$ cat src/rtl/fir_decim_fifo.sv
// fir_decim_fifo: integrate-and-dump decimator behind a small output FIFO.
// The block sums DECIM consecutive accepted FIR samples. The sum is then
// arithmetically shifted right by SHIFT, saturated to NUM_OUTPUT_BITS, and
// pushed into a FIFO_DEPTH-entry FIFO. The FIFO is drained with a valid/ready
// handshake.
// The overflow and sat flags are sticky. Only rst_n or clr clears them.
// Optional feature: define FIR_DECIM_ROUND_EN to round half up before the shift.
// The default build truncates toward minus infinity.
module fir_decim_fifo #(
    parameter int NUM_INPUT_BITS  = 16,
    parameter int NUM_OUTPUT_BITS = 8,
    parameter int DECIM           = 4,
    parameter int SHIFT           = 2,
    parameter int FIFO_DEPTH      = 4
) (
    input  logic                              clk,
    input  logic                              rst_n,
    input  logic signed [NUM_INPUT_BITS-1:0]  In,
    input  logic                              in_valid,
    input  logic                              clr,
    output logic signed [NUM_OUTPUT_BITS-1:0] Out,
    output logic                              out_valid,
    input  logic                              out_ready,
    output logic                              overflow,
    output logic                              sat
);

    localparam int PH_W  = $clog2(DECIM);
    localparam int ACC_W = NUM_INPUT_BITS + PH_W;
    // The rounding bias can carry past the accumulator range, so the
    // post-processing path gets one extra bit.
    localparam int SUM_W = ACC_W + 1;
    localparam int PTR_W = $clog2(FIFO_DEPTH);
    localparam int CNT_W = PTR_W + 1;
    localparam int BIAS  = (2 ** SHIFT) / 2;

    localparam logic [PH_W-1:0]          PH_LAST  = PH_W'(DECIM - 1);
    localparam logic [CNT_W-1:0]         CNT_FULL = CNT_W'(FIFO_DEPTH);
    localparam logic signed [SUM_W-1:0]  OUT_MAX  = SUM_W'((2 ** (NUM_OUTPUT_BITS - 1)) - 1);
    localparam logic signed [SUM_W-1:0]  OUT_MIN  = ~OUT_MAX;

    logic signed [ACC_W-1:0]           acc_q, acc_d;
    logic [PH_W-1:0]                   phase_q, phase_d;
    logic signed [NUM_OUTPUT_BITS-1:0] mem_q [FIFO_DEPTH];
    logic signed [NUM_OUTPUT_BITS-1:0] mem_d [FIFO_DEPTH];
    logic [PTR_W-1:0]                  wr_ptr_q, wr_ptr_d;
    logic [PTR_W-1:0]                  rd_ptr_q, rd_ptr_d;
    logic [CNT_W-1:0]                  count_q, count_d;
    logic                              overflow_q, overflow_d;
    logic                              sat_q, sat_d;

    logic signed [ACC_W-1:0]           in_ext;
    logic signed [ACC_W-1:0]           sum;
    logic signed [SUM_W-1:0]           sum_ext;
    logic signed [SUM_W-1:0]           biased;
    logic signed [SUM_W-1:0]           shifted;
    logic                              clip_hi;
    logic                              clip_lo;
    logic signed [NUM_OUTPUT_BITS-1:0] result;

    logic                              last_phase;
    logic                              push;
    logic                              pop;
    logic                              full;
    logic                              do_push;

    // Sum, scale and saturate the result that the final sample of a frame would produce.
    always_comb begin
        in_ext  = {{PH_W{In[NUM_INPUT_BITS-1]}}, In};
        sum     = acc_q + in_ext;
        sum_ext = {sum[ACC_W-1], sum};
`ifdef FIR_DECIM_ROUND_EN
        biased  = sum_ext + SUM_W'(BIAS);
`else
        biased  = sum_ext;
`endif
        shifted = biased >>> SHIFT;
        clip_hi = (shifted > OUT_MAX);
        clip_lo = (shifted < OUT_MIN);
        if (clip_hi) begin
            result = OUT_MAX[NUM_OUTPUT_BITS-1:0];
        end else if (clip_lo) begin
            result = OUT_MIN[NUM_OUTPUT_BITS-1:0];
        end else begin
            result = shifted[NUM_OUTPUT_BITS-1:0];
        end
    end

    // Next-state logic for the accumulator, the FIFO and the sticky flags; clr wins over everything.
    always_comb begin
        last_phase = (phase_q == PH_LAST);
        push       = in_valid && last_phase;
        full       = (count_q == CNT_FULL);
        pop        = out_valid && out_ready;
        // When the FIFO is full, a same-edge pop frees the slot that this push needs.
        do_push    = push && (!full || pop);

        acc_d      = acc_q;
        phase_d    = phase_q;
        mem_d      = mem_q;
        wr_ptr_d   = wr_ptr_q;
        rd_ptr_d   = rd_ptr_q;
        count_d    = count_q;
        overflow_d = overflow_q;
        sat_d      = sat_q;

        if (clr) begin
            acc_d      = '0;
            phase_d    = '0;
            wr_ptr_d   = '0;
            rd_ptr_d   = '0;
            count_d    = '0;
            overflow_d = 1'b0;
            sat_d      = 1'b0;
        end else begin
            if (in_valid) begin
                if (last_phase) begin
                    acc_d   = '0;
                    phase_d = '0;
                end else begin
                    acc_d   = sum;
                    phase_d = phase_q + PH_W'(1);
                end
            end

            if (pop) begin
                rd_ptr_d = rd_ptr_q + PTR_W'(1);
            end

            if (do_push) begin
                mem_d[wr_ptr_q] = result;
                wr_ptr_d        = wr_ptr_q + PTR_W'(1);
            end

            if (do_push && !pop) begin
                count_d = count_q + CNT_W'(1);
            end else if (!do_push && pop) begin
                count_d = count_q - CNT_W'(1);
            end

            if (push && full && !pop) begin
                overflow_d = 1'b1;
            end

            // A clipped result sets sat even when the FIFO then drops it.
            if (push && (clip_hi || clip_lo)) begin
                sat_d = 1'b1;
            end
        end
    end

    // State registers with asynchronous active-low reset.
    always_ff @(posedge clk or negedge rst_n) begin
        if (!rst_n) begin
            acc_q      <= '0;
            phase_q    <= '0;
            wr_ptr_q   <= '0;
            rd_ptr_q   <= '0;
            count_q    <= '0;
            overflow_q <= 1'b0;
            sat_q      <= 1'b0;
            for (int i = 0; i < FIFO_DEPTH; i++) begin
                mem_q[i] <= '0;
            end
        end else begin
            acc_q      <= acc_d;
            phase_q    <= phase_d;
            mem_q      <= mem_d;
            wr_ptr_q   <= wr_ptr_d;
            rd_ptr_q   <= rd_ptr_d;
            count_q    <= count_d;
            overflow_q <= overflow_d;
            sat_q      <= sat_d;
        end
    end

    // Out reads zero while the FIFO is empty, so stale entries never show.
    assign out_valid = (count_q != '0);
    assign Out       = out_valid ? mem_q[rd_ptr_q] : '0;
    assign overflow  = overflow_q;
    assign sat       = sat_q;

endmodule

$ cat config.mk
export PLATFORM = sky130hd
export DESIGN_NAME = fir_decim_fifo
export DESIGN_NICKNAME = d
export VERILOG_FILES = /design/src/rtl/fir_decim_fifo.sv
export SDC_FILE = /design/constraint.sdc
export NUM_CORES = 1
export LEC_CHECK = 0
export CAP_MARGIN = 20
export CELL_PAD_IN_SITES_DETAIL_PLACEMENT = 1
export CELL_PAD_IN_SITES_GLOBAL_PLACEMENT = 2
export CORE_ASPECT_RATIO = 1.5
export CORE_MARGIN = 4
export CORE_UTILIZATION = 34
export DETAILED_ROUTE_END_ITERATION = 8
export GPL_ROUTABILITY_DRIVEN = 1
export PLACE_DENSITY = 0.78
export SLEW_MARGIN = 0
export SYNTH_ARGS = -nofsm -noshare
export SYNTH_HDL_FRONTEND = slang
export SYNTH_SLANG_ARGS = --single-unit
export TNS_END_PERCENT = 100
$ cat constraint.sdc
create_clock -name clk -period 3.2 [get_ports clk]
set_input_delay 0.96 -clock clk [delete_from_list [all_inputs] [get_ports clk]]
set_output_delay 0.96 -clock clk [all_outputs]
set_load 0.01 [all_outputs]
==> summary.md <==
| Metric | Value |
|---|---|
| Result of the run | `finished with violations` |
| Failing checks | `negative setup slack` |
| Crit. Startpoint | `In[11]` |
| Final Hold Slack | `493 ps` |
| Residual antenna-violating net count after detailed routing | `0` |
| Die boundary height | `138 um` |
| Synth Cell Area | `0.00383 sq mm` |
| Skew final | `4.68 ps` |
| Critical path class | `primary input to flip-flop` |
| GP Congestion | `0.860` |
| Total Wirelength | `13.0 mm` |
| Tmin final | `3670 ps` |
| Area grow syn2layout | `46.8%` |
| Count leader, synth | `sky130_fd_sc_hd__dfrtp_1` |
| Net switching power | `1030 uW` |
| Max Cap Viol | `0` |
| Final Max Slew Viols | `0` |
| Critical path capture point | `mem_q[2]$_DFFE_PN0P_` |
| Max Fclk | `272 MHz` |
| Clock network fraction of design power | `0.307` |
| Sequential area share after synthesis | `0.398` |
| Core region area | `0.0111 sq mm` |
| Clock buffer count from CTS | `9` |
| Antenna diode instance count | `0` |
| Number of rows created at floorplan | `47` |
| Wire length of the first global-routing pass | `20.8 mm` |
| Worst-path fanout max | `8` |
| Clock root buffer master | `sky130_fd_sc_hd__clkbuf_16` |
| CTS tree | `yes` |
| Critical path data arrival time | `3910 ps` |
| Net count reported at finish | `549` |
| Number of antenna violations at the first check in global routing | `0` |
| Overall routing resource usage | `0.207` |
| Area enclosed by the die boundary | `0.0131 sq mm` |
| HPWL after DPL | `9.12 mm` |
| Sequential cell fraction of total power | `0.284` |
| Worst reg2reg path startpoint | `acc_q[0]$_DFFE_PN0P_` |
| Yosys cell types | `59` |
| Total setup violations reported at the end of the flow | `29` |
| Count of filler cells inserted in the layout | `1281` |
| Net count after synthesis | `430` |
| P_leak | `0.00256 uW` |
| Synthesized area divided by synthesized cell count | `9.96 sq um` |
| IR drop worst, VDD | `0.000271 V` |
| Initial core utilization | `0.347` |
| Buffer levels on the longest clock path | `2` |
| Top post-synthesis cells by count | `sky130_fd_sc_hd__dfrtp_1 (61), sky130_fd_sc_hd__nand2_1 (35), sky130_fd_sc_hd__nor2_1 (31)` |
| Endpoints failing hold | `0` |
| Largest net degree at the start of global routing | `62` |
| Number of enable-type register cells in the synthesized netlist | `0` |
| Max-slew headroom at the worst pin | `0.457` |
| Flip-flop and latch count after synthesis | `61` |
| # DRC | `0` |
| Biggest area contributors in the synthesized netlist | `sky130_fd_sc_hd__dfrtp_1 (40%), sky130_fd_sc_hd__ha_1 (7.2%), sky130_fd_sc_hd__o22a_1 (5.5%), sky130_fd_sc_hd__mux4_2 (4.7%), sky130_fd_sc_hd__nand2_1 (3.4%)` |
| Post-route setup TNS | `-11390 ps` |
| Count of clock tree sinks | `61` |
| Worst endpoint required time | `3440 ps` |
| Kind of end point of the critical path | `flip-flop` |
| Maximum level of the CTS H-tree | `3` |
| Pre-Repair DR Iteration Count | `4` |
| Internal power | `2100 uW` |
| Primary flip-flop cell chosen by synthesis mapping | `sky130_fd_sc_hd__dfrtp_1` |
| Share of total power in combinational logic | `0.409` |
| Fraction of power spent switching nets | `0.328` |
| Final critical-path setup slack | `-471 ps` |
| Cell count after synthesis | `385` |
| Proportion of layout cells with a drive suffix above 1 | `0.357` |
| Placement Setup Slack | `-1090 ps` |
| Ys async rst share | `1.00` |
| Unrepaired setup endpoints after global routing | `yes` |
| Power Density | `555 mW/mm^2` |
| Average routed wire per standard cell | `19.9 um` |
| I/O pin cnt | `32` |
| Setup crit start kind | `primary input` |
| Overall power of the completed layout | `3130 uW` |
| Number of violations reported at the end of detailed-routing iteration 0 | `76` |
| Post-Route Utilization | `0.509` |
| Port bufs | `31` |
| Synthesis warning total | `0` |
| Via Count | `3555` |
| Share of the clock period used by the worst path | `1.15` |
| Slew of the pin with the lowest slew margin | `814 ps` |
| Dominant cell type by area after synthesis | `sky130_fd_sc_hd__dfrtp_1` |
| Vias in the first global route | `4009` |
| Gr ovfl total | `0` |
| Via density | `5.44` |
| Worst setup slack for register-to-register paths | `-190 ps` |
| Clock-pin transition on the worst setup and hold timing paths | `50 ps` |
| Worst r2r path cells | `14` |
| Hold crit path type | `flip-flop to flip-flop` |
| Number of hold-repair buffers added at the cts stage | `0` |
| Synth top area share | `0.398` |
| Clock latency on the worst-skew pair | `330 ps` |
| Reg2reg end | `mem_q[2]$_DFFE_PN0P_` |
| Chip Width | `94.7 um` |
## state kept, by name (all words and copies together) (netlist names)
signal    count
count_q       3
acc_q        18
overflow      1
sat           1
phase_q       2
rd_ptr_q      2
mem_q        32
wr_ptr_q      2
## placed cells by master, fill, tap and decap left out, types with 3 or more instances in the layout
cell | Yosys | routed
sky130_fd_sc_hd__a21o_1 | 5 | 5
sky130_fd_sc_hd__nor2b_4 | 0 | 3
sky130_fd_sc_hd__a22o_1 | 9 | 9
sky130_fd_sc_hd__nand2_4 | 0 | 4
sky130_fd_sc_hd__a31oi_1 | 7 | 6
sky130_fd_sc_hd__a21oi_1 | 19 | 16
sky130_fd_sc_hd__ha_4 | 0 | 9
sky130_fd_sc_hd__clkbuf_16 | 0 | 9
sky130_fd_sc_hd__xor2_1 | 8 | 8
sky130_fd_sc_hd__and2_1 | 17 | 16
sky130_fd_sc_hd__nor2_1 | 31 | 30
sky130_fd_sc_hd__or3_1 | 5 | 4
sky130_fd_sc_hd__ha_1 | 22 | 12
sky130_fd_sc_hd__clkdlybuf4s50_1 | 0 | 22
sky130_fd_sc_hd__nor3_1 | 4 | 3
sky130_fd_sc_hd__buf_4 | 0 | 90
sky130_fd_sc_hd__inv_1 | 12 | 10
sky130_fd_sc_hd__xnor2_1 | 9 | 8
sky130_fd_sc_hd__mux2_2 | 4 | 4
sky130_fd_sc_hd__nand2_1 | 35 | 29
sky130_fd_sc_hd__mux4_2 | 8 | 8
sky130_fd_sc_hd__dlygate4sd2_1 | 0 | 4
sky130_fd_sc_hd__o21a_1 | 4 | 3
sky130_fd_sc_hd__o22a_1 | 24 | 24
sky130_fd_sc_hd__nor2_2 | 4 | 3
sky130_fd_sc_hd__mux2i_1 | 3 | 3
sky130_fd_sc_hd__nand3_1 | 8 | 6
sky130_fd_sc_hd__buf_6 | 0 | 6
sky130_fd_sc_hd__o21ai_0 | 20 | 20
sky130_fd_sc_hd__dfrtp_1 | 61 | 61
## critical path, stage by stage
cell and delay [ps]:
sky130_fd_sc_hd__clkdlybuf4s50_1 410, sky130_fd_sc_hd__ha_1 320, sky130_fd_sc_hd__a21o_1 240, sky130_fd_sc_hd__buf_4 160, sky130_fd_sc_hd__nand2_1 120, sky130_fd_sc_hd__a21oi_2 100, sky130_fd_sc_hd__or3_4 400, sky130_fd_sc_hd__or2_0 230
sky130_fd_sc_hd__o41a_4 590, sky130_fd_sc_hd__nand2b_4 200, sky130_fd_sc_hd__a31oi_2 180
## cells by family after synthesis
logic type               after synthesis  synth area share
buffers and inverters                 31            0.0316
AO/OA/AOI/OAI                        117             0.226
AND/OR/NAND/NOR                      120             0.156
flip-flops                            61             0.398
XOR/XNOR                              17            0.0388
multiplexers                          15            0.0666
adder cells (fa/ha/maj)               24            0.0822
## power by group through the flow
stage / combinational (uW) / clock, uW / sequential (uW)
after floorplan: 575 / 0 / 879
after global placement: 1000 / 0 / 888
after detailed placement: 1030 / 0 / 894
after CTS: 1150 / 973 / 884
after global routing: 1370 / 1020 / 895
final: 1280 / 960 / 888
## how the worst min path moves through the flow
stage	start	to	slack, ps	cells after the start
after CTS	acc_q[12]$_DFFE_PN0P_	acc_q[12]$_DFFE_PN0P_	490	2
after global routing	mem_q[28]$_DFFE_PN0P_	mem_q[28]$_DFFE_PN0P_	520	1
after floorplan	acc_q[11]$_DFFE_PN0P_	acc_q[11]$_DFFE_PN0P_	450	2
final	acc_q[12]$_DFFE_PN0P_	acc_q[12]$_DFFE_PN0P_	490	2
after detailed placement	acc_q[7]$_DFFE_PN0P_	acc_q[7]$_DFFE_PN0P_	480	2
after global placement	acc_q[5]$_DFFE_PN0P_	acc_q[5]$_DFFE_PN0P_	470	2
## per-stage QoR
stage | cells | area [sq um]
floorplan | 385 | 3860
global placement | 628 | 4910
detailed placement | 628 | 4910
CTS | 649 | 5410
global route | 654 | 5630
finish | 654 | 5630
## cell type report
cell class	count	area, sq um	share of cell area
multi-input cells	293	2540	0.452
flip-flops and latches	61	1530	0.271
repair buffers	127	1050	0.186
clock buffers	12	246	0.0438
well taps	147	184	0.0327
inverters	12	47.5	0.00845
clock inverters	2	35.0	0.00622
## metal layers
layer	routed length, um	GRT usage	vias to the layer above	share of wire
li1	-	-	1652	-
met2	7200	0.378	66	0.55
met3	340	0.0429	27	0.026
met4	404	0.0814	0	0.031
met1	5040	0.227	1810	0.39
met5	0	0	-	0
## what timing repair did
| item | CTS | global route |
|---|---|---|
| resized for setup | 48 | 34 |
| pin swaps | 19 | 18 |
| endpoints found under the setup margin | 35 | 33 |
| setup buffers | 7 | 5 |
Note: power is estimated with default switching activity, not from simulation.
